### src/rtl/serial_adder.sv
// Bit-serial adder: one full-add cell plus a carry flop, LSB first, WIDTH+1 cycles per add.
// Start/Busy/Done handshake; result registers only change on completion.
module serial_adder #(
   parameter int unsigned WIDTH = 8
) (
   input  logic             clk_i,
   input  logic             rst_i,
   input  logic             start_i,
   input  logic [WIDTH-1:0] a_i,
   input  logic [WIDTH-1:0] b_i,
   input  logic             carry_in_i,
   output logic [WIDTH-1:0] sum_o,
   output logic             carry_out_o,
   output logic             overflow_o,
   output logic             busy_o,
   output logic             done_o
);

   localparam int unsigned CNT_W = (WIDTH > 1) ? $clog2(WIDTH) : 1;
   localparam int unsigned RES_W = WIDTH - 1;

   typedef enum logic [1:0] {
      S_IDLE = 2'd0,
      S_ADD  = 2'd1,
      S_FIN  = 2'd2
   } state_t;

   state_t             state_q, state_d;
   logic [WIDTH-1:0]   a_q, a_d;
   logic [WIDTH-1:0]   b_q, b_d;
   logic               c_q, c_d;
   logic [RES_W-1:0]   res_q, res_d;
   logic [CNT_W-1:0]   cnt_q, cnt_d;
   logic [WIDTH-1:0]   sum_q, sum_d;
   logic               cout_q, cout_d;
   logic               ovf_q, ovf_d;
   logic               busy_q, busy_d;
   logic               done_q, done_d;

   logic               sum_bit;
   logic               carry_nxt;
   logic               last_bit;

   // Single full-add cell shared across all bit positions.
   assign sum_bit   = a_q[0] ^ b_q[0] ^ c_q;
   assign carry_nxt = (a_q[0] & b_q[0]) | (a_q[0] & c_q) | (b_q[0] & c_q);
   assign last_bit  = (cnt_q == CNT_W'(WIDTH - 1));

   always_ff @(posedge clk_i) begin
      if (rst_i) begin
         state_q <= S_IDLE;
         a_q     <= '0;
         b_q     <= '0;
         c_q     <= 1'b0;
         res_q   <= '0;
         cnt_q   <= '0;
         sum_q   <= '0;
         cout_q  <= 1'b0;
         ovf_q   <= 1'b0;
         busy_q  <= 1'b0;
         done_q  <= 1'b0;
      end else begin
         state_q <= state_d;
         a_q     <= a_d;
         b_q     <= b_d;
         c_q     <= c_d;
         res_q   <= res_d;
         cnt_q   <= cnt_d;
         sum_q   <= sum_d;
         cout_q  <= cout_d;
         ovf_q   <= ovf_d;
         busy_q  <= busy_d;
         done_q  <= done_d;
      end
   end

   always_comb begin
      state_d = state_q;
      a_d     = a_q;
      b_d     = b_q;
      c_d     = c_q;
      res_d   = res_q;
      cnt_d   = cnt_q;
      sum_d   = sum_q;
      cout_d  = cout_q;
      ovf_d   = ovf_q;
      busy_d  = 1'b0;
      done_d  = 1'b0;

      case (state_q)
         S_IDLE: begin
            if (start_i) begin
               a_d     = a_i;
               b_d     = b_i;
               c_d     = carry_in_i;
               cnt_d   = '0;
               busy_d  = 1'b1;
               state_d = S_ADD;
            end
         end
         S_ADD: begin
            a_d = a_q >> 1;
            b_d = b_q >> 1;
            c_d = carry_nxt;
            // Sum bits enter from the MSB side; the final bit completes the word directly.
            res_d = RES_W'({sum_bit, res_q} >> 1);
            if (last_bit) begin
               sum_d   = {sum_bit, res_q};
               cout_d  = carry_nxt;
               ovf_d   = c_q ^ carry_nxt;
               done_d  = 1'b1;
               state_d = S_FIN;
            end else begin
               cnt_d  = cnt_q + CNT_W'(1);
               busy_d = 1'b1;
            end
         end
         S_FIN: begin
            state_d = S_IDLE;
         end
         default: begin
            state_d = S_IDLE;
         end
      endcase
   end

   assign sum_o       = sum_q;
   assign carry_out_o = cout_q;
   assign overflow_o  = ovf_q;
   assign busy_o      = busy_q;
   assign done_o      = done_q;

endmodule

### config.mk
export PLATFORM = sky130hd
export DESIGN_NAME = serial_adder
export DESIGN_NICKNAME = d
export VERILOG_FILES = /design/src/rtl/serial_adder.sv
export SDC_FILE = /design/constraint.sdc
export NUM_CORES = 1
export LEC_CHECK = 0
export ABC_AREA = 1
export ABC_CLOCK_PERIOD_IN_PS = 1300
export BUFFER_PORTS_ARGS = -buffer_cell sky130_fd_sc_hd__buf_4
export CAP_MARGIN = 20
export CELL_PAD_IN_SITES_DETAIL_PLACEMENT = 1
export CELL_PAD_IN_SITES_GLOBAL_PLACEMENT = 1
export CORE_MARGIN = 5
export CORE_UTILIZATION = 35
export DETAILED_ROUTE_END_ITERATION = 8
export GPL_TIMING_DRIVEN = 0
export MAX_ROUTING_LAYER = met4
export PLACE_DENSITY_LB_ADDON = 0.15
export SETUP_SLACK_MARGIN = 0.1
export SLEW_MARGIN = 20
export SYNTH_ARGS = -nofsm -noshare
export SYNTH_HDL_FRONTEND = slang
export SYNTH_SLANG_ARGS = --single-unit
### constraint.sdc
create_clock -name clk_i -period 1.3 [get_ports clk_i]
set_input_delay 0.195 -clock clk_i [delete_from_list [all_inputs] [get_ports clk_i]]
set_output_delay 0.195 -clock clk_i [all_outputs]
set_load 0.01 [all_outputs]
After elaboration in Yosys (flattened, before gate mapping)
Index checks and enable logic that the tools add are counted.

word-level totals
  register bits = 41
  bits of input ports = 20
  logic and storage cells = 49

operators by class
  add/sub/neg operators = 1
  equal/unequal tests = 5
  muxes and demuxes = 16
  bitwise operators = 9
  reductions and logical operators = 7

operator list
  cell                                                                   number
  8-bit case mux with 2 select lines                                     2
  8-bit two-way mux                                                      2
  3-bit two-way mux                                                      2
  2-bit inequality test, second input constant                           3
  3-bit case mux with 2 select lines                                     1
  2-bit AND reduction                                                    3
  1-bit two-way mux                                                      4
  2-bit two-way mux                                                      2
  1-bit case mux with 2 select lines                                     2
  2-bit case mux with 2 select lines                                     1
  3-bit by 1-bit adder with 3-bit output, second input constant          1
  1-bit bitwise AND                                                      3
  3-bit equality test, second input constant                             1
  3-bit AND reduction                                                    1
  1-bit bitwise XOR                                                      3
  2-bit by 1-bit equality test with 1-bit output, second input constant  1
  2-bit logical NOT                                                      1
  1-bit OR                                                               2
  2-bit nonzero test                                                     1
  2-bit OR reduction                                                     1
  1-bit NOT                                                              1

Logic depth before layout (Yosys ltp)
Gate-level depths: netlist of run 1.

  depth after elaboration = 4
  mapped depth = 7
  depth with buffers taken out = 6

Least setup slack after synthesis of run 1
Ideal clock, no wire load.

  path type = reg-to-reg
  start point = reg cnt_q[0]
  end point = reg cout_q (netlist: carry_out_o)
  library setup time = 70 ps
  arrival time = 1120 ps
  required time = 1230 ps
  setup slack = 110 ps
  stages on the path, launching flop included = 7
  clock period less this slack = 1190 ps
  cells stage by stage = dfxtp_1 ha_1 ha_1 nand3_1 buf_2 nand2_1 a21oi_1

between the ends
  cells in the longest elaborated chain, start to end = 2

ends and longest elaborated chain
  item                           line  text
  from (decl)                    33    logic [CNT_W-1:0] cnt_q, cnt_d;
  from (signal assigned)         68    cnt_q <= cnt_d;
  3-bit equality test            47    assign last_bit = (cnt_q == CNT_W'(WIDTH - 1));
  named net last_bit             42    logic last_bit;
  2-bit AND reduction (no line)  -
  to (signal assigned)           70    cout_q <= cout_d;
  to (decl)                      35    logic cout_q, cout_d;

The timed path passes the listed nets, and every way through them passes these cells.
A chain may end at the register's enable or synchronous reset.

Final worst setup path of run 1
  start point = reg a_q[0]
  end point = reg ovf_q (netlist: overflow_o)

between the ends
  cells in the longest elaborated chain, start to end = 4
  elaborated cells between the ends (all ways) = 5

ends and longest elaborated chain
  item                      line  text
  from (decl)               29    logic [WIDTH-1:0] a_q, a_d;
  from (signal assigned)    52    a_q <= '0;
  from (signal assigned)    64    a_q <= a_d;
  1-bit bitwise AND         46    assign carry_nxt = (a_q[0] & b_q[0]) | (a_q[0] & c_q) | (b_q[0] & c_q);
  1-bit OR * (2 in series)  46
  named net carry_nxt       41    logic carry_nxt;
  1-bit bitwise XOR *       110   ovf_d = c_q ^ carry_nxt;
  to (signal assigned)      71    ovf_q <= ovf_d;
  to (decl)                 36    logic ovf_q, ovf_d;

The timed path passes the listed nets; every way through them passes the cells marked *.

==> impl_metrics.csv, run 1 <==
group,metric,value,unit
outcome,status,"finished clean",
worst_setup_path,critical-path-max-stage-delay,0.41,ns
floorplanning,dieArea,6548,sq um
synth,yosysMostFrequentCell,"nand2_1",
drt,antenna_left,0,
clock_tree,cts.clk_slew.worst_paths,0.08,ns
drt,detail_route.vias_per_cell,4.776,
clock_tree,cts_sinks,41,
worst_setup_path,cp_num_buf_inv,0,
clock_tree,clk_latency,0.29,ns
power_and_ir_drop,irDropWorstVdd,536.1,uV
global_route,grt_max_degree,13,
synth,synth_area_per_cell,7.185,sq um
flow_run,drv_cap,0,
global_route,grt_pass1_vias,1658,
synth,ys_ff_latch,41,
synth,async_flop_share,0,%
timing,rsz0062_at_grt,"true",
worst_setup_path,cp_max_fo,3,
synth,synth_common_cells,"nand2_1 (50), inv_1 (44), dfxtp_1 (41)",
global_route,antenna_found_initial,0,
placement,gp_congestion,0.7305,
power_and_ir_drop,p_per_area,1149,nW/um^2
floorplanning,start_util,36.55,%
placement,port_buffers,30,
timing,fmax,850.0,MHz
synth,synth.largest_area_cell,"dfxtp_1",
floorplanning,core_area,4817,sq um
clock_tree,hold_buffers,0,
synth,synth_top_cell_area_share,46.62,%
floorplanning,dieHeight,80.92,um
worst_setup_path,crit_chain,"fa_2 > xor2_1 > nor2_2 > nor2_1",
timing,clock_skew,0.006191,ns
drt,drt-pass1-iter-count,6,
finish,seq_area,830.8,sq um
worst_setup_path,criticalPathCategory,"reg2reg",
synth,yosys_warnings,0,
power_and_ir_drop,p_leak,1.089,nW
clock_tree,cts_buffers,5,
finish,diodes,0,
synth,netlist_instances,245,
drt,routedWlPerCell,12.97,um
finish,syn2layout_area_growth,34.61,%
worst_setup_path,cp_slowest_cell,"fa_2",
global_route,grtUsageTotal,15.68,%
drt,vias,1705,
clock_tree,h-tree-depth,2,
finish,multi_input_area,777.0,sq um
worst_setup_path,required,1.49,ns
global_route,grt_pass1_wl,7624,um
timing,max_slew.worst_pin.slew,0.5478,ns
worst_setup_path,worst_setup_path_start_kind,"flop",
worst_setup_path,critPathTopFamily,"adder cells",
finish,n_fill_cell,625,
timing,finalHoldViolCount,0,
clock_tree,clock_path_buffers,2,
timing,fin_crit,1.177,ns
drt,drc,0,
floorplanning,row_count,25,
synth,synth_area,1760,sq um
finish,final_util,49.19,%
worst_setup_path,crit_path_end_kind,"flop",
clock_tree,root_buffer,"clkbuf_8",
floorplanning,die_w,80.92,um
min_path,min-delay-path-class,"in2reg",
synth,synth_area_leaders,"dfxtp_1 (47%), nand3_1 (11%), nand2_1 (11%), inv_1 (9.4%), a21oi_1 (8.5%)",
timing,setup_viol,0,
timing,slew_violations,0,
synth,synth-main-ff-cell,"dfxtp_1",
finish,drive_above_1_share,26.21,%
timing,max_slew_margin,63.48,%
worst_setup_path,cp.arrival,1.37,ns
synth,synth_edf_count,0,
clock_tree,cts_tree,"done",
synth,synth_nets,268,
placement,place_hpwl,3160,um
global_route,overflow,0,
synth,synth_cell_types,17,
timing,totalNegativeSetupSlack,0,ns
floorplanning,io-pin-count,32,
timing,layout_worst_path_cycle_share,90.50,%
drt,wirelength,4632,um
drt,drtIter0Drc,109,
finish,nets,313,
synth,ys_seq_area_share,46.62,%
[metal layers]
| metal | global-route usage (%) | wire [um] | vias up | part of all wire, % |
|---|---|---|---|---|
| li1 | - | - | 863 | - |
| met1 | 19.18 | 2176 | 817 | 47 |
| met2 | 25.21 | 2279 | 23 | 49 |
| met3 | 4.767 | 155 | 2 | 3.3 |
| met4 | 4.054 | 21 | 0 | 0.45 |
| met5 | - | 0 | - | 0 |
[where the power goes]
group	switching [W]	internal, W	total (W)
Combinational	0.000190	0.000167	0.000357
Clock	0.000443	0.000559	0.00100
Sequential	0.0000426	0.00132	0.00136
Total	0.000676	0.00205	0.00272
[state kept, by name, summed over array words and instances (netlist names)]
name / flops
carry_out_o: 1
sum_o: 8
overflow_o: 1
state_q: 2
a_q: 8
done_o: 1
cnt_q: 3
b_q: 8
busy_o: 1
res_q: 7
c_q: 1
[area by class of cell]
class | count | area share [%]
plain buffers | 14 | 4.277
inverters | 45 | 7.233
clock buffers | 5 | 2.904
multi-input cells | 145 | 32.79
well taps | 67 | 3.537
clock inverters | 2 | 1.478
repair buffers | 38 | 12.72
flip-flops and latches | 41 | 35.06
[cells in the final DEF, fill, tap and decap left out]
cell        n
nand2_2     1
clkbuf_4    1
o21ai_0     2
nand2_4     3
buf_2       3
xor2_1      1
a21oi_2     1
nand3_4     2
clkbuf_2    3
nand3_1    37
clkbuf_8    5
inv_4       1
dfxtp_2     5
buf_12      1
nand2_1    47
inv_2       1
bufinv_16   1
a21oi_1    29
fa_2        1
buf_6       6
o21ai_1    11
nor2_2      1
clkbuf_1    2
buf_4      36
nor2_1      4
nand4_1     3
ha_4        2
dfxtp_4     1
dfxtp_1    35
clkinv_2    1
inv_1      43
[cell families after synthesis]
logic type	share of synthesized area (%)
buffers and inverters	13.86
xor gates and xnor gates	0.4976
DFF	46.62
adders and majority gates	2.558
and+or+nand+nor	24.24
AOI/OAI and AO/OA	12.22
[path summary, 6_finish.rpt]
kind	startpoint	to	slack, ns	cells after the start
worst max-delay path	a_q[0]$_SDFFE_PP0P_	overflow_o$_SDFFE_PP0P_	0.12	4
worst min-delay path	b_i[7]	b_q[7]$_SDFFE_PP0P_	0.16	3
worst max register to register	a_q[0]$_SDFFE_PP0P_	overflow_o$_SDFFE_PP0P_	0.12	4
worst min register to register	sum_o[0]$_SDFFE_PP0P_	sum_o[0]$_SDFFE_PP0P_	0.46	2
[what timing repair did]
action	4_1_cts	5_1_grt
gates cloned	1	0
gates resized for setup	30	19
pin swaps	0	6
setup endpoints to repair	37	31
setup buffers	2	5
[worst register-to-register path, cell delays in order (launching register included)]
cell and delay (ns):
dfxtp_2 0.35, fa_2 0.41, xor2_1 0.18, nor2_2 0.09
nor2_1 0.05
[stage by stage]
step	total power, W	cells	hold WS, ns	cell area [sq um]	setup WS, ns
3_3_place_gp	0.001696	342	0.4525	2069	-0.1284
4_1_cts	0.002716	352	0.1550	2267	0.09842
3_5_place_dp	0.001706	342	0.4570	2069	-0.1551
2_1_floorplan	0.001590	245	0.3376	1760	0.1099
6_report	0.002722	357	0.1599	2370	0.1235
5_1_grt	0.002874	357	0.1606	2370	0.03921
Note: power is estimated with default switching activity, not from simulation.
==> inputs of run 2 (changes only) <==
Settings changed: CELL_PAD_IN_SITES_DETAIL_PLACEMENT 1 to 0.
==> run 2 against run 1 <==
Effect of this change:
- sequential share of layout area decreased by 0.15 points
- utilization increased by 0.29 points
- worst setup slack better by 0.028 ns
- routed wire length decreased by 11%
- flip-flop and latch count stayed put
- register-to-register slack improved by 0.03 ns
- non-clock buffer count decreased by 2
==> impl_metrics.csv, run 2 (same netlist as run 1, synthesis figures left out) <==
group,metric,value,unit
floorplanning,dieHeight,80.92,um
drt,vias,1629,
placement,place_hpwl,2816,um
floorplanning,io-pin-count,32,
min_path,hold_end,"b_q[7]$_SDFFE_PP0P_",
power_and_ir_drop,combPwrFrac,12.7,%
placement,place_area,2069,sq um
min_path,min-delay-path-class,"in2reg",
worst_setup_path,critical-path-max-stage-delay,0.57,ns
finish,syn2layout_area_growth,35.39,%
timing,finalHoldViolCount,0,
finish,drive_above_1_share,26.99,%
timing,clock_skew,0.006059,ns
power_and_ir_drop,seq_power_share,49.0,%
finish,nets,311,
clock_tree,h-tree-depth,2,
drt,detail_route.vias_per_cell,4.576,
worst_setup_path,cp_max_fo,2,
finish,diodes,0,
clock_tree,cts_sinks,41,
global_route,grt_pass1_wl,6934,um
min_path,hp-start,"b_i[7]",
clock_tree,clock_path_buffers,2,
worst_setup_path,cp_slowest_cell,"fa_2",
floorplanning,core_area,4817,sq um
timing,slew_violations,0,
floorplanning,start_util,36.55,%
clock_tree,cts_buffers,5,
drt,routedWlPerCell,11.60,um
flow_run,drv_cap,0,
timing,layout_worst_path_cycle_share,88.37,%
power_and_ir_drop,p_per_area,1164,nW/um^2
floorplanning,row_count,25,
worst_setup_path,criticalPathCategory,"reg2reg",
drt,drt-pass1-iter-count,4,
power_and_ir_drop,irDropWorstVdd,532.9,uV
floorplanning,die_w,80.92,um
finish,final_cell_area,2384,sq um
drt,antenna_left,0,
worst_setup_path,crit_chain,"fa_2 > nand2_1 > a21oi_1",
worst_setup_path,required,1.53,ns
worst_setup_path,rrSetupSlack,0.15,ns
drt,drtIter0Drc,75,
timing,max_slew.worst_pin.slew,0.5486,ns
timing,rsz0062_at_grt,"true",
outcome,status,"finished clean",
power_and_ir_drop,p_sw,0.0006622,W
floorplanning,dieArea,6548,sq um
power_and_ir_drop,swShare,23.86,%
global_route,antenna_found_initial,0,
finish,final_util,49.48,%
timing,fmax,870.5,MHz
clock_tree,cts_tree,"done",
clock_tree,cts.clk_slew.worst_paths,0.08,ns
worst_setup_path,reg2reg_from,"c_q$_SDFFE_PP0P_",
global_route,overflow,0,
placement,port_buffers,30,
clock_tree,clk_latency,0.29,ns
clock_tree,hold_buffers,0,
finish,final_common_cell,"nand2_1",
worst_setup_path,cp.arrival,1.38,ns
worst_setup_path,regToRegEndpoint,"sum_o[7]$_SDFFE_PP0P_",
global_route,grt_pass1_vias,1476,
drt,drc,0,
worst_setup_path,crit_path_end_kind,"flop",
timing,max_slew_margin,63.43,%
placement,gp_congestion,0.7305,
timing,fin_crit,1.149,ns
clock_tree,root_buffer,"clkbuf_8",
global_route,grtUsageTotal,14.09,%
worst_setup_path,worst_setup_path_start_kind,"flop",
drt,wirelength,4131,um
power_and_ir_drop,p_leak,1.089,nW
finish,final_cell_mix,"nand2_1 (44), inv_1 (42), nand3_1 (37)",
power_and_ir_drop,intPower,0.002113,W
timing,setup_viol,0,
worst_setup_path,r2r_cells,3,
power_and_ir_drop,clkPwrFrac,38.3,%
global_route,grt_max_degree,13,
min_path,min_delay_path_depth,3,
## run 2: cell count changes in the layout (fill, tap and decap cells not counted), moves of 2 or more
| cell | delta |
|---|---|
| buf_4 | -2 |
| nand2_1 | -3 |
| nand2_2 | +3 |
| o21ai_1 | -3 |
| dfxtp_2 | -2 |
| o21ai_0 | +3 |
## run 2: worst max path at each step
| stage | startpoint | endpoint | depth (start not counted) |
|---|---|---|---|
| floorplan | cnt_q[0]$_SDFFE_PP0P_ | carry_out_o$_SDFFE_PP0P_ | 6 |
| global placement | cnt_q[0]$_SDFFE_PP0P_ | sum_o[6]$_SDFFE_PP0P_ | 6 |
| detailed placement | cnt_q[0]$_SDFFE_PP0P_ | sum_o[5]$_SDFFE_PP0P_ | 6 |
| CTS | cnt_q[1]$_SDFFE_PP0P_ | overflow_o$_SDFFE_PP0P_ | 6 |
| global route | c_q$_SDFFE_PP0P_ | c_q$_SDFFE_PP0P_ | 5 |
| finish | c_q$_SDFFE_PP0P_ | sum_o[7]$_SDFFE_PP0P_ | 3 |
## run 2: stage by stage
step / TNS [ns] / hold WS (ns) / cells / worst slack [ns] / total power, W
6_report: 0 / 0.1608 / 356 / 0.1512 / 0.002776
5_1_grt: 0 / 0.1489 / 356 / 0.08628 / 0.002921
4_1_cts: 0 / 0.1534 / 351 / 0.08700 / 0.002774
3_5_place_dp: -1.139 / 0.4551 / 342 / -0.1470 / 0.001699
3_3_place_gp: -0.9924 / 0.4525 / 342 / -0.1284 / 0.001696
2_1_floorplan: 0 / 0.3376 / 245 / 0.1099 / 0.001590
## run 2: layout make-up
| cell class | count | area, sq um |
|---|---|---|
| Fill cell | 513 | 2434 |
| Tap cell | 67 | 83.83 |
| Clock inverter | 1 | 30.03 |
| Buffer | 14 | 105.1 |
| Clock buffer | 7 | 86.33 |
| Multi-Input combinational cell | 145 | 788.3 |
| Timing Repair Buffer | 36 | 286.5 |
| Sequential cell | 41 | 832.0 |
| Inverter | 45 | 171.4 |
## run 2: power by group through the flow
stage               combinational, W  clock (W)  sequential, W
floorplan                   0.000213          0        0.00138
global placement            0.000312          0        0.00138
detailed placement          0.000314          0        0.00139
CTS                         0.000325    0.00109        0.00136
global route                0.000408    0.00114        0.00137
finish                      0.000354    0.00106        0.00136
## run 2: per-layer routing
metal / GRT usage [%] / vias up / routed length [um]
met5: - / - / 0
met2: 21.18 / 25 / 1851
li1: - / 861 / -
met1: 18.49 / 736 / 2061
met3: 3.326 / 7 / 165
met4: 5.068 / 0 / 53
## run 2: worst max-delay path: cells and delay by family, from the launching register on
| kind | cells | cell delay [ns] |
|---|---|---|
| AO/OA/AOI/OAI | 1 | 0.10 |
| adder cells (fa/ha/maj) | 1 | 0.57 |
| flip-flops | 1 | 0.35 |
| AND/OR/NAND/NOR | 1 | 0.06 |
## run 2: what timing repair did
item / in CTS / in global routing
setup endpoints to repair: 35 / 31
gates cloned: 0 / 1
resized for setup: 20 / 33
pin swaps: 1 / 9
buffers inserted: 1 / 4
==> inputs of run 3 (changes only) <==
Settings changed: CELL_PAD_IN_SITES_DETAIL_PLACEMENT 0 to unset, CELL_PAD_IN_SITES_GLOBAL_PLACEMENT 1 to unset, CORE_UTILIZATION 35 to 49.
==> run 3 against run 2 <==
Effect of this change:
- count of clock-buffer cells in the layout is 2 lower
- non-clock buffer count down 4
- largest cell class is now multi-input combinational cells
- cell count shrank 7.0%
- routed wire length shrank 2.4%
==> impl_metrics.csv, run 3 (same netlist as run 1, synthesis figures left out) <==
group,metric,value,unit
outcome,status,"finished clean",
clock_tree,cts_sinks,41,
finish,nets,307,
timing,max_slew.worst_pin.slew,0.5906,ns
finish,diodes,0,
worst_setup_path,reg2reg_from,"state_q[0]$_SDFFE_PP0P_",
timing,fmax,858.2,MHz
drt,drt-pass1-iter-count,4,
global_route,overflow,0,
finish,n_fill_cell,312,
global_route,grtUsageTotal,17.58,%
floorplanning,row_count,21,
worst_setup_path,rrSetupSlack,0.13,ns
worst_setup_path,worst_setup_path_start_kind,"flop",
clock_tree,cts_buffers,5,
timing,clock_skew,0.01012,ns
global_route,grt_max_degree,14,
clock_tree,h-tree-depth,2,
placement,gp_congestion,0.7759,
worst_setup_path,cp.arrival,1.40,ns
drt,antenna_left,0,
worst_setup_path,criticalPathCategory,"reg2reg",
drt,routedWlPerCell,12.18,um
timing,setup_viol,0,
timing,rsz0062_at_grt,"true",
global_route,grt_pass1_vias,1591,
timing,layout_worst_path_cycle_share,89.63,%
power_and_ir_drop,p_per_area,1020,nW/um^2
clock_tree,root_buffer,"clkbuf_4",
clock_tree,cts.clk_slew.worst_paths,0.12,ns
power_and_ir_drop,p_leak,1.044,nW
worst_setup_path,crit_start,"state_q[0]$_SDFFE_PP0P_",
placement,place_hpwl,2624,um
drt,wirelength,4031,um
finish,final_cell_mix,"nand2_1 (44), inv_1 (42), nand3_1 (35)",
worst_setup_path,cp_max_fo,10,
finish,drive_above_1_share,30.18,%
clock_tree,cts_tree,"done",
drt,drtIter0Drc,110,
placement,place_inst,321,
timing,finalHoldViolCount,0,
floorplanning,start_util,51.54,%
floorplanning,die_w,69.94,um
floorplanning,core_area,3416,sq um
timing,fin_crit,1.165,ns
min_path,min-delay-path-class,"in2reg",
placement,port_buffers,30,
floorplanning,dieArea,4892,sq um
power_and_ir_drop,finalPower,0.002354,W
drt,detail_route.vias_per_cell,4.976,
drt,drc,0,
finish,final_util,67.55,%
timing,max_slew_margin,60.62,%
floorplanning,io-pin-count,32,
drt,vias,1647,
worst_setup_path,required,1.53,ns
finish,fin_cells,331,
global_route,grt_pass1_wl,6789,um
floorplanning,dieHeight,69.94,um
timing,slew_violations,0,
global_route,antenna_found_initial,0,
power_and_ir_drop,irDropWorstVdd,621.9,uV
clock_tree,clk_latency,0.36,ns
finish,syn2layout_area_growth,31.06,%
worst_setup_path,crit_path_end_kind,"flop",
finish,final_common_cell,"nand2_1",
clock_tree,clock_path_buffers,2,
flow_run,drv_cap,0,
min_path,hp-start,"a_i[7]",
## run 3: cell count changes in the layout (fill, tap and decap cells not counted), moves of 3 or more
cell / change
clkbuf_4: +6
clkbuf_8: -6
o21ai_2: +4
a21oi_1: -3
a21oi_2: +3
buf_4: -3
dfxtp_2: +3
## run 3: critical path, cell delays in order, from the launching register on
cell and delay (ns):
dfxtp_4 0.42, inv_1 0.05, nand2_1 0.16, nand2_4 0.11, buf_6 0.16, nand2_1 0.08
a21oi_2 0.06
## run 3: metal layers
layer	track usage, %	vias up	routed length (um)
met5	-	-	0
met1	19.95	747	1786
met2	29.28	38	1942
met4	8.298	0	65
met3	4.017	8	237
li1	-	854	-
## run 3: final timing paths
path                                             to  depth (start not counted)
worst min register to register  a_q[7]$_SDFFE_PP0P_                          2
worst max-delay path               c_q$_SDFFE_PP0P_                          6
worst min-delay path            a_q[7]$_SDFFE_PP0P_                          3
worst max register to register     c_q$_SDFFE_PP0P_                          6
## run 3: area by class of cell
| cell class | count | area [sq um] | share of cell area [%] |
|---|---|---|---|
| Inverter | 45 | 176.4 | 7.646 |
| Sequential cell | 41 | 832.0 | 36.06 |
| Buffer | 14 | 103.9 | 4.501 |
| Tap cell | 46 | 57.56 | 2.495 |
| Timing Repair Buffer | 32 | 244.0 | 10.57 |
| Clock buffer | 5 | 37.54 | 1.627 |
| Clock inverter | 3 | 17.52 | 0.7592 |
| Multi-Input combinational cell | 145 | 838.3 | 36.33 |
## run 3: where the power goes
group	internal [W]	switching [W]	leakage, nW
clock	0.000204	0.000432	0.0310
combinational	0.000159	0.000195	0.674
sequential	0.00132	0.0000409	0.339
total	0.00169	0.000668	1.04
## run 3: timing repair
action | 4_1_cts | 5_1_grt
setup buffers | 0 | 1
gates resized for setup | 25 | 43
endpoints found under the setup margin | 34 | 29
pin swaps | 1 | 8
hold buffers | 0 | 0
cloned | 1 | 0
## run 3: stage by stage
step	TNS [ns]	setup WS (ns)	hold slack, ns	area, sq um
floorplan	0	0.1099	0.3376	1760
global placement	-0.6812	-0.1012	0.4519	2043
detailed placement	-0.7982	-0.1340	0.4523	2043
CTS	0	0.09128	0.07947	2178
global route	0	0.07478	0.08422	2307
finish	0	0.1348	0.08114	2307
